==> src/rtl/bird_motion_if.sv <==
// Bird controller bus.
// Groups the player/game-logic requests (start, kill, jump, fall) and the
// registered bird state that feeds the sprite renderer and collision logic.
//   master : game side, drives requests and observes bird state
//   slave  : bird_motion, consumes requests and drives bird state
interface bird_motion_if;
    logic              start;
    logic              kill;
    logic              jump;
    logic              fall;
    logic [9:0]        x;
    logic [8:0]        y;
    logic signed [7:0] vy;
    logic [2:0]        state;
    logic [1:0]        animation_state;
    logic [2:0]        lives;
    logic              visible;

    modport master (
        output start, kill, jump, fall,
        input  x, y, vy, state, animation_state, lives, visible
    );

    modport slave (
        input  start, kill, jump, fall,
        output x, y, vy, state, animation_state, lives, visible
    );
endinterface

==> src/rtl/bird_motion.sv <==
// Bird controller for the danmaku-bird game, clocked by the 100 Hz game tick.
// Owns bird position, signed vertical velocity, lives with post-hit
// invulnerability, the death-fall sequence and the wing animation frame.
// Ports:
//   clk_100Hz : game tick clock
//   rst_n     : asynchronous active-low reset
//   bus       : bird_motion_if slave (start/kill/jump/fall in; x, y, vy,
//               state, animation_state, lives, visible out, all registered)
module bird_motion #(
    parameter int unsigned X_POS        = 160,
    parameter int unsigned Y_INIT       = 200,
    parameter int unsigned Y_MIN        = 0,
    parameter int unsigned Y_MAX        = 440,
    parameter int unsigned GRAVITY      = 1,
    parameter int unsigned JUMP_VEL     = 6,
    parameter int unsigned VMAX         = 10,
    parameter int unsigned LIVES        = 3,
    parameter int unsigned INVULN_TICKS = 100,
    parameter int unsigned ANIM_DIV     = 8
) (
    input logic          clk_100Hz,
    input logic          rst_n,
    bird_motion_if.slave bus
);

    typedef enum logic [2:0] {
        StIdle  = 3'd0,
        StFly   = 3'd1,
        StHit   = 3'd2,
        StDying = 3'd3,
        StDead  = 3'd4
    } state_e;

    localparam logic signed [9:0]  VMAX_S   = 10'(VMAX);
    localparam logic signed [9:0]  GRAV_S   = 10'(GRAVITY);
    localparam logic signed [7:0]  VY_JUMP  = 8'(-int'(JUMP_VEL));
    localparam logic signed [7:0]  VY_FALL  = 8'(VMAX);
    localparam logic signed [10:0] YMIN_S   = 11'(Y_MIN);
    localparam logic signed [10:0] YMAX_S   = 11'(Y_MAX);
    localparam logic [7:0]         DIV_LAST = 8'(ANIM_DIV - 1);
    localparam logic [15:0]        INV_LOAD = 16'(INVULN_TICKS);

    state_e            state_q, state_d;
    logic [8:0]        y_q, y_d;
    logic signed [7:0] vy_q, vy_d;
    logic [2:0]        lives_q, lives_d;
    logic              visible_q, visible_d;
    logic [1:0]        anim_q, anim_d;
    logic [1:0]        frame_q, frame_d;
    logic [7:0]        div_q, div_d;
    logic [15:0]       inv_q, inv_d;
    logic [2:0]        blink_q, blink_d;
    logic              jump_q, fall_q;

    logic              jump_edge, fall_edge;
    logic signed [9:0] vy_ext, vy_sum;
    logic signed [7:0] vy_grav, vy_flap, vy_mot, vy_out;
    logic signed [10:0] y_sum;
    logic              hit_ceil, hit_floor;
    logic [8:0]        y_mot;

    assign jump_edge = bus.jump & ~jump_q;
    assign fall_edge = bus.fall & ~fall_q;

    // Velocity candidates: gravity with terminal-speed saturation, and the
    // player-controlled variant where a jump edge beats a fall edge.
    always_comb begin
        vy_ext  = {{2{vy_q[7]}}, vy_q};
        vy_sum  = vy_ext + GRAV_S;
        vy_grav = (vy_sum > VMAX_S) ? VMAX_S[7:0] : vy_sum[7:0];
        if (jump_edge) begin
            vy_flap = VY_JUMP;
        end else if (fall_edge) begin
            vy_flap = VY_FALL;
        end else begin
            vy_flap = vy_grav;
        end
        // The death fall ignores the player.
        vy_mot = (state_q == StDying) ? vy_grav : vy_flap;
    end

    // Position update in signed 11 bits so an upward move past the ceiling
    // shows up as a non-positive sum instead of wrapping.
    always_comb begin
        y_sum     = $signed({2'b00, y_q}) + $signed({{3{vy_mot[7]}}, vy_mot});
        hit_ceil  = (y_sum <= YMIN_S);
        hit_floor = !hit_ceil && (y_sum >= YMAX_S);
        if (hit_ceil) begin
            y_mot  = 9'(Y_MIN);
            vy_out = '0;
        end else if (hit_floor) begin
            y_mot  = 9'(Y_MAX);
            vy_out = vy_mot;
        end else begin
            y_mot  = y_sum[8:0];
            vy_out = vy_mot;
        end
    end

    always_comb begin
        state_d   = state_q;
        y_d       = y_q;
        vy_d      = vy_q;
        lives_d   = lives_q;
        visible_d = visible_q;
        inv_d     = inv_q;
        blink_d   = blink_q;

        // Wing animation; a jump edge restarts the wing beat.
        if (jump_edge) begin
            div_d   = '0;
            frame_d = '0;
        end else if (div_q == DIV_LAST) begin
            div_d   = '0;
            frame_d = (frame_q == 2'd2) ? 2'd0 : frame_q + 2'd1;
        end else begin
            div_d   = div_q + 8'd1;
            frame_d = frame_q;
        end

        unique case (state_q)
            StIdle: begin
                if (bus.start) begin
                    state_d = StFly;
                    vy_d    = '0;
                    div_d   = '0;
                    frame_d = '0;
                end
            end
            StFly: begin
                y_d  = y_mot;
                vy_d = vy_out;
                // Floor contact and a bullet in the same tick cost one life.
                if (bus.kill || hit_floor) begin
                    if (lives_q > 3'd1) begin
                        lives_d = lives_q - 3'd1;
                        state_d = StHit;
                        inv_d   = INV_LOAD;
                        blink_d = '0;
                    end else begin
                        lives_d = '0;
                        state_d = StDying;
                        vy_d    = '0;
                    end
                end
            end
            StHit: begin
                y_d     = y_mot;
                vy_d    = vy_out;
                inv_d   = inv_q - 16'd1;
                blink_d = blink_q + 3'd1;
                if (blink_q == 3'd7) begin
                    visible_d = ~visible_q;
                end
                if (inv_q == 16'd1) begin
                    state_d   = StFly;
                    visible_d = 1'b1;
                end
            end
            StDying: begin
                div_d   = div_q;
                frame_d = frame_q;
                y_d     = y_mot;
                vy_d    = vy_out;
                if (hit_floor) begin
                    state_d = StDead;
                    vy_d    = '0;
                end
            end
            StDead: begin
                div_d   = div_q;
                frame_d = frame_q;
                if (bus.start) begin
                    state_d   = StFly;
                    y_d       = 9'(Y_INIT);
                    vy_d      = '0;
                    lives_d   = 3'(LIVES);
                    visible_d = 1'b1;
                    div_d     = '0;
                    frame_d   = '0;
                end
            end
            default: begin
                state_d = StIdle;
            end
        endcase

        anim_d = ((state_d == StDying) || (state_d == StDead)) ? 2'd3 : frame_d;
    end

    always_ff @(posedge clk_100Hz or negedge rst_n) begin
        if (!rst_n) begin
            state_q   <= StIdle;
            y_q       <= 9'(Y_INIT);
            vy_q      <= '0;
            lives_q   <= 3'(LIVES);
            visible_q <= 1'b1;
            anim_q    <= '0;
            frame_q   <= '0;
            div_q     <= '0;
            inv_q     <= '0;
            blink_q   <= '0;
            jump_q    <= 1'b0;
            fall_q    <= 1'b0;
        end else begin
            state_q   <= state_d;
            y_q       <= y_d;
            vy_q      <= vy_d;
            lives_q   <= lives_d;
            visible_q <= visible_d;
            anim_q    <= anim_d;
            frame_q   <= frame_d;
            div_q     <= div_d;
            inv_q     <= inv_d;
            blink_q   <= blink_d;
            jump_q    <= bus.jump;
            fall_q    <= bus.fall;
        end
    end

    assign bus.x               = 10'(X_POS);
    assign bus.y               = y_q;
    assign bus.vy              = vy_q;
    assign bus.state           = state_q;
    assign bus.animation_state = anim_q;
    assign bus.lives           = lives_q;
    assign bus.visible         = visible_q;

endmodule

==> src/flat_wrapper.sv <==
// flat-port wrapper written by rule: the top's interface ports become plain ports
module bird_motion_flat 
#(
    parameter int unsigned X_POS        = 160,
    parameter int unsigned Y_INIT       = 200,
    parameter int unsigned Y_MIN        = 0,
    parameter int unsigned Y_MAX        = 440,
    parameter int unsigned GRAVITY      = 1,
    parameter int unsigned JUMP_VEL     = 6,
    parameter int unsigned VMAX         = 10,
    parameter int unsigned LIVES        = 3,
    parameter int unsigned INVULN_TICKS = 100,
    parameter int unsigned ANIM_DIV     = 8
)
  (clk_100Hz, rst_n, bus_start, bus_kill, bus_jump, bus_fall, bus_x, bus_y, bus_vy, bus_state, bus_animation_state, bus_lives, bus_visible);
  bird_motion_if bus_i ();
  input logic clk_100Hz;
  input logic rst_n;
  input wire logic [$bits(bus_i.start)-1:0] bus_start;
  input wire logic [$bits(bus_i.kill)-1:0] bus_kill;
  input wire logic [$bits(bus_i.jump)-1:0] bus_jump;
  input wire logic [$bits(bus_i.fall)-1:0] bus_fall;
  output wire logic [$bits(bus_i.x)-1:0] bus_x;
  output wire logic [$bits(bus_i.y)-1:0] bus_y;
  output wire logic [$bits(bus_i.vy)-1:0] bus_vy;
  output wire logic [$bits(bus_i.state)-1:0] bus_state;
  output wire logic [$bits(bus_i.animation_state)-1:0] bus_animation_state;
  output wire logic [$bits(bus_i.lives)-1:0] bus_lives;
  output wire logic [$bits(bus_i.visible)-1:0] bus_visible;
  assign bus_i.start = bus_start;
  assign bus_i.kill = bus_kill;
  assign bus_i.jump = bus_jump;
  assign bus_i.fall = bus_fall;
  assign bus_x = bus_i.x;
  assign bus_y = bus_i.y;
  assign bus_vy = bus_i.vy;
  assign bus_state = bus_i.state;
  assign bus_animation_state = bus_i.animation_state;
  assign bus_lives = bus_i.lives;
  assign bus_visible = bus_i.visible;
  bird_motion #(.X_POS(X_POS), .Y_INIT(Y_INIT), .Y_MIN(Y_MIN), .Y_MAX(Y_MAX), .GRAVITY(GRAVITY), .JUMP_VEL(JUMP_VEL), .VMAX(VMAX), .LIVES(LIVES), .INVULN_TICKS(INVULN_TICKS), .ANIM_DIV(ANIM_DIV)) u_core (.clk_100Hz(clk_100Hz), .rst_n(rst_n), .bus(bus_i));
endmodule
==> config.mk <==
export PLATFORM = sky130hd
export DESIGN_NAME = bird_motion_flat
export DESIGN_NICKNAME = d
export VERILOG_FILES = /design/src/rtl/bird_motion_if.sv /design/src/rtl/bird_motion.sv /design/src/flat_wrapper.sv
export SDC_FILE = /design/constraint.sdc
export NUM_CORES = 1
export LEC_CHECK = 0
export ABC_AREA = 1
export BUFFER_PORTS_ARGS = -buffer_cell sky130_fd_sc_hd__buf_2
export CORE_ASPECT_RATIO = 0.6
export CORE_MARGIN = 8
export CORE_UTILIZATION = 35
export CTS_BUF_LIST = sky130_fd_sc_hd__clkbuf_2
export DETAILED_ROUTE_END_ITERATION = 8
export GPL_ROUTABILITY_DRIVEN = 0
export HOLD_SLACK_MARGIN = 0.08
export PLACE_DENSITY = 0.57
export SYNTH_ARGS = -nofsm -noshare
export SYNTH_HDL_FRONTEND = slang
export SYNTH_SLANG_ARGS = --single-unit
==> constraint.sdc <==
create_clock -name clk_100Hz -period 4.2 [get_ports clk_100Hz]
set_input_delay 0.42 -clock clk_100Hz [delete_from_list [all_inputs] [get_ports clk_100Hz]]
set_output_delay 0.42 -clock clk_100Hz [all_outputs]
set_load 0.03 [all_outputs]
After elaboration in Yosys (flattened, before gate mapping)
Cells that the tools add are included.

Add/sub/neg operators: 7. Magnitude comparators: 4. Equality and inequality tests: 15. Multiplexer cells: 45. Bitwise operators: 6. Reductions and logical operators: 18.

Operator list (number): $mux W8 (12); $mux W16 (2); $pmux W16 S2 (1); $pmux W8 S4 (1); $mux W3 (9); $mux W9 (3); $pmux W8 S3 (1); $pmux W9 S2 (1); $eq A16 B1 Y1 const B (1); $sub A16 B1 Y16 const B (1); $mux W2 (6); $pmux W3 S2 (2); $pmux W3 S4 (1); $add A10 B8 Y11 (1); $ge A11 B10 Y1 const B (1); $le A11 B1 Y1 const B (1); $gt A10 B5 Y1 const B (1); $add A8 B2 Y9 const B (1); $eq A3 B2 Y1 const B (3); $eq A3 B3 Y1 const B (3); $reduce_and A3 Y1 (3); $add A8 B1 Y8 const B (1); $eq A8 B3 Y1 const B (1); $reduce_bool A2 Y1 (4); other kinds (22) (34).

Register bits after elaboration: 57. Input port bits: 6. Output and inout port bits: 36. Logic and storage cells: 107.

Depth between registers and ports, before layout
Depth after elaboration: 16. Depth in mapped cells: 31. Gate-level depth less buffers: 29.

Least setup slack after synthesis
No wires, ideal clock.

Kind: register to register. From: register u_core.vy_q[0], in the netlist u_core.bus.vy[0]. To: register u_core.y_q[8], in the netlist u_core.bus.y[8]. Setup time: 0.129 ns. Arrival time: 3.456 ns. Data required time: 4.071 ns. Slack: 0.615 ns. Cell stages (with the launch flop): 19. Path buffers: 0. Clock period less this slack: 3.585 ns. Cell sequence: dfrtp_1 > ha_1 > nand2_1 > nor3_1 > xnor2_1 > nand3_1 > o21ai_0 > nand3_1 > nor2_1 > ha_1 > fa_1 > nor3_1 > nand3_1 > nor4_1 > nand3_1 > nand2_1 > nor2_1 > o21ai_0 > o21ai_0.

Cells in the longest elaborated chain, start to end: 13. Elaborated cells on any way between the ends: 14. Classes of those cells: add/sub (2); order compare (3); mux (7); reduce/logical (2).

Ends and longest elaborated chain: start: declaration (line bird_motion.sv:45) `logic signed [7:0] vy_q, vy_d;`; start signal: assignment (line bird_motion.sv:208) `vy_q <= vy_d;`; $add A8 B2 Y9 (*) (line bird_motion.sv:69) `vy_sum = vy_ext + GRAV_S;`; $gt A10 B5 Y1 (line bird_motion.sv:70) `vy_grav = (vy_sum > VMAX_S) ? VMAX_S[7:0] : vy_sum[7:0];`; $mux W8 (*) (line bird_motion.sv:70); $mux W8 (line bird_motion.sv:73) `end else if (fall_edge) begin`; $mux W8 (line bird_motion.sv:71) `if (jump_edge) begin`; $mux W8 (*) (line bird_motion.sv:79) `vy_mot = (state_q == StDying) ? vy_grav : vy_flap;`; $add A10 B8 Y11 (*) (line bird_motion.sv:85) `y_sum = $signed({2'b00, y_q}) + $signed({{3{vy_mot[7]}}, vy_mot});`; $le A11 B1 Y1 (line bird_motion.sv:86) `hit_ceil = (y_sum <= YMIN_S);`; $logic_not A1 Y1 (line bird_motion.sv:87) `hit_floor = !hit_ceil && (y_sum >= YMAX_S);`; $logic_and A1 B1 Y1 (line bird_motion.sv:87); $mux W9 (line bird_motion.sv:91) `end else if (hit_floor) begin`; $mux W9 (*) (line bird_motion.sv:88) `if (hit_ceil) begin`; $pmux W9 S2 (*) (line bird_motion.sv:121) `unique case (state_q)`; end signal: assignment (line bird_motion.sv:194) `y_q <= 9'(Y_INIT);`; end signal: assignment (line bird_motion.sv:207) `y_q <= y_d;`; end: declaration (line bird_motion.sv:44) `logic [8:0] y_q, y_d;`.

Every way passes the cells marked *; elsewhere a longest branch is shown, timed or not. A chain may end at the register's enable or synchronous reset.

Worst setup path after layout
From: register u_core.vy_q[0], in the netlist u_core.bus.vy[0]. To: register u_core.inv_q[13].

Cells in the longest elaborated chain, start to end: 13. Elaborated cells on any way between the ends: 14. Classes of those cells: add/sub (2); order compare (3); eq/ne (1); mux (4); reduce/logical (4).

Ends and longest elaborated chain: $add A8 B2 Y9 (*) (line bird_motion.sv:69); $gt A10 B5 Y1 (line bird_motion.sv:70); $mux W8 (*) (line bird_motion.sv:70); $mux W8 (line bird_motion.sv:73); $mux W8 (line bird_motion.sv:71); $mux W8 (*) (line bird_motion.sv:79); $add A10 B8 Y11 (*) (line bird_motion.sv:85); $le A11 B1 Y1 (line bird_motion.sv:86); $logic_not A1 Y1 (line bird_motion.sv:87); $logic_and A1 B1 Y1 (*) (line bird_motion.sv:87); $logic_or A1 B1 Y1 (*) (line bird_motion.sv:134) `if (bus.kill || hit_floor) begin`; $ne A2 B1 Y1 (no source line) (*); $reduce_and A3 Y1 (no source line) (*); end signal: assignment (line bird_motion.sv:214) `inv_q <= inv_d;`; end: declaration (line bird_motion.sv:51) `logic [15:0] inv_q, inv_d;`.

Marks and branches as above.

==> impl_metrics.env <==
export IMPL_dp_hpwl_um=7990
export IMPL_drcViolationCount=0
export IMPL_post_route_min_period_ps=3780
export IMPL_cts_made_buffers=9
export IMPL_startpoint="u_core.bus.vy[0]"
export IMPL_die_height_um=98.9
export IMPL_antennaDiodeCount=0
export IMPL_antenna_found_initial=0
export IMPL_yosys_cell_types_count=43
export IMPL_max_stage_delay_ps=480
export IMPL_cp_end_kind="flop"
export IMPL_hold_viol=0
export IMPL_cts_root_buf="clkbuf_2"
export IMPL_drive_gt1_frac=0.170
export IMPL_p_sw_mw=1.98
export IMPL_clkTransAtPathRegs_ps=170
export IMPL_yosys_warnings=0
export IMPL_drt_initial_drc_count=305
export IMPL_grt_first_pass_wirelength_um=17100
export IMPL_dp_slack_ps=167
export IMPL_grt_pass1_vias=3311
export IMPL_synthArstFlopShare=1.00
export IMPL_synth_edf_count=0
export IMPL_setup_worst_path_start_class="flop"
export IMPL_reg2reg_depth=24
export IMPL_sw_frac_of_total=0.542
export IMPL_layout_setup_ws_ps=422
export IMPL_fmax_ghz=0.265
export IMPL_fin_tns_setup_ps=0
export IMPL_die_w_um=154
export IMPL_nNetsFinal=621
export IMPL_slew_viol_final=0
export IMPL_wl_um=10100
export IMPL_grt_ovfl_total=0
export IMPL_synth_top_flop_cell="dfrtp_1"
export IMPL_ys_ff_latch=57
export IMPL_path_cells="ha_1 > nand2_1 > nor2_2 > xor2_1 > nor2_1 > nand3_1 > o21ai_2 > nand3_1 > nor2_1 > ha_1 > a21oi_1 > nand2_1 > nand2_1 > nand3_1 > nand2_1 > nand2_1 > o21ai_2 > nand2_4 > nand2_2 > nand2_1 > nand2_2 > nand2_8 > nand2_1 > o21ai_0"
export IMPL_clkPwrFrac=0.112
export IMPL_arrival_ps=4170
export IMPL_path_common_cell="nand2_1"
export IMPL_layout_commonest_cell="nand2_1"
export IMPL_cts_tree="built"
export IMPL_fin_worst_skew_ps=37.2
export IMPL_drtAntennaViolNets=0
export IMPL_clkLatencyLatePin_ps=520
export IMPL_hp_start="bus_kill"
export IMPL_track_usage=0.140
export IMPL_path_max_fanout=22
export IMPL_first_pass_iters=5
export IMPL_wl_per_cell_um=13.6
export IMPL_relSlewSlack=0.463
export IMPL_ctsLongestPathBuffers=2
export IMPL_timing_final_crit_share=0.899
export IMPL_vias=3585
export IMPL_p_seq_frac=0.266
export IMPL_synth_area_um2=4010
export IMPL_setup_violations=0
export IMPL_cp_slowest_cell="dfrtp_2"
export IMPL_holdPathStages=5
export IMPL_coreArea_um2=11200
export IMPL_grt_max_degree=31
export IMPL_initial_core_util=0.358
export IMPL_design_area_um2=4460
export IMPL_syn_inst=556
export IMPL_pin_count=42
export IMPL_via_per_inst=4.82
export IMPL_power_density_nw_per_um2=820
export IMPL_synthToLayoutAreaGrowth_pct=11.1
export IMPL_outcome="finished clean"
export IMPL_clock_sinks=57
export IMPL_tightest_slew_ps=797
export IMPL_rows=30
export IMPL_io_buffer_count=31
export IMPL_r2r_start="u_core.bus.vy[0]"
export IMPL_worstSetupPathType="reg2reg"
export IMPL_ys_seq_area_frac=0.357
export IMPL_combPwrFrac=0.622
export IMPL_cp_required_ps=4590
export IMPL_worst_hold_path_type="in2reg"
export IMPL_syn_avg_cell_area_um2=7.22
export IMPL_rsz0062_at_grt="false"
export IMPL_fp_dieArea_um2=15300
export IMPL_vdd_drop_max_mv=0.217
export IMPL_p_int_mw=1.68
export IMPL_place_area_um2=4260
export IMPL_layout_common_cells="139 x nand2_1, 71 x inv_1, 68 x nor2_1"
export IMPL_fin_hold_ws_ps=378
export IMPL_htreeDepth=3
export IMPL_maxCapViolCount=0
export IMPL_p_leak_nw=2.35
[Yosys cell counts, types with 4 or more instances]
cell type / instances / area [um^2]
nand3b_1: 4 / 30.0
dfrtp_1: 51 / 1280
ha_1: 19 / 238
nand3_1: 44 / 220
xnor2_1: 5 / 43.8
or2_2: 4 / 25.0
dfstp_2: 6 / 158
nand2_1: 139 / 522
nor2_1: 69 / 259
buf_4: 11 / 82.6
nand4_1: 10 / 62.6
inv_1: 71 / 267
nor3_1: 11 / 55.1
o21ai_2: 10 / 87.6
a21oi_1: 18 / 90.1
nor4_1: 9 / 56.3
nor2_2: 4 / 25.0
nand2_2: 17 / 106
xor2_1: 10 / 87.6
o21ai_0: 15 / 75.1
[path summary, 6_finish.rpt]
kind	to	slack [ps]
worst max-delay path	u_core.inv_q[13]	420
worst min-delay path	u_core.bus.state[1]	380
worst max register to register	u_core.inv_q[13]	420
worst min register to register	u_core.blink_q[2]	520
max in group asynchronous	u_core.bus.y[3]	2840
min in group asynchronous	u_core.bus.vy[5]	440
[critical path: cells and delay by family, from the launching register on]
family,cells,cell delay (ps)
AND/OR/NAND/NOR,17,1840
AO/OA/AOI/OAI,4,610
adder cells (fa/ha/maj),2,570
flip-flops,1,480
XOR/XNOR,1,150
[per-layer routing]
layer | global-route usage | vias to the layer above | part of all wire
met4 | 0.0419 | 0 | 0.013
met2 | 0.178 | 94 | 0.37
met3 | 0.0467 | 14 | 0.062
met1 | 0.212 | 1629 | 0.55
li1 | - | 1848 | -
met5 | 0 | - | 0
[final cells by class]
type / instances / area (um^2)
clock buffers: 9 / 45.0
clock inverters: 7 / 85.1
fillers: 1157 / 6770
inverters: 73 / 274
multi-input cells: 418 / 2240
flip-flops and latches: 57 / 1440
well taps: 144 / 180
repair buffers: 36 / 200
[power by group through the flow]
stage / Clock, mW / Sequential, mW / Combinational (mW)
6_report: 0.408 / 0.975 / 2.27
5_1_grt: 0.451 / 1.01 / 2.56
4_1_cts: 0.421 / 0.973 / 2.23
3_5_place_dp: 0 / 0.982 / 2.22
3_3_place_gp: 0 / 0.980 / 2.20
2_1_floorplan: 0 / 1.11 / 1.60
[through the flow]
stage	std cells	util	power [mW]
2_1_floorplan	564	-	2.71
3_3_place_gp	724	0.380	3.18
3_5_place_dp	724	0.380	3.21
4_1_cts	743	0.394	3.63
5_1_grt	744	0.397	4.02
6_report	744	0.397	3.66
[registers in the layout (all words and copies together), names as in the netlist]
register and count:
u_core.inv_q 16, u_core.bus.y 9, u_core.bus.vy 8, u_core.div_q 8, u_core.blink_q 3, u_core.bus.lives 3, u_core.bus.state 3, u_core.bus.animation_state 2
u_core.frame_q 2, u_core.bus.visible 1, u_core.fall_q 1, u_core.jump_q 1
[cell families after synthesis]
family | after synthesis | synth area share
and+or+nand+nor | 320 | 0.364
DFF | 57 | 0.357
AOI/OAI and AO/OA | 53 | 0.0814
xor gates and xnor gates | 15 | 0.0327
other | 2 | 0.00187
adders and majority gates | 20 | 0.0642
buffers and inverters | 89 | 0.0985
[what timing repair did]
item	4_1_cts	5_1_grt
setup buffers	0	1
hold endpoints to repair	24	0
endpoints found under the setup margin	0	42
resized for setup	0	8
hold buffers	3	0
Note: power is estimated with default switching activity, not from simulation.
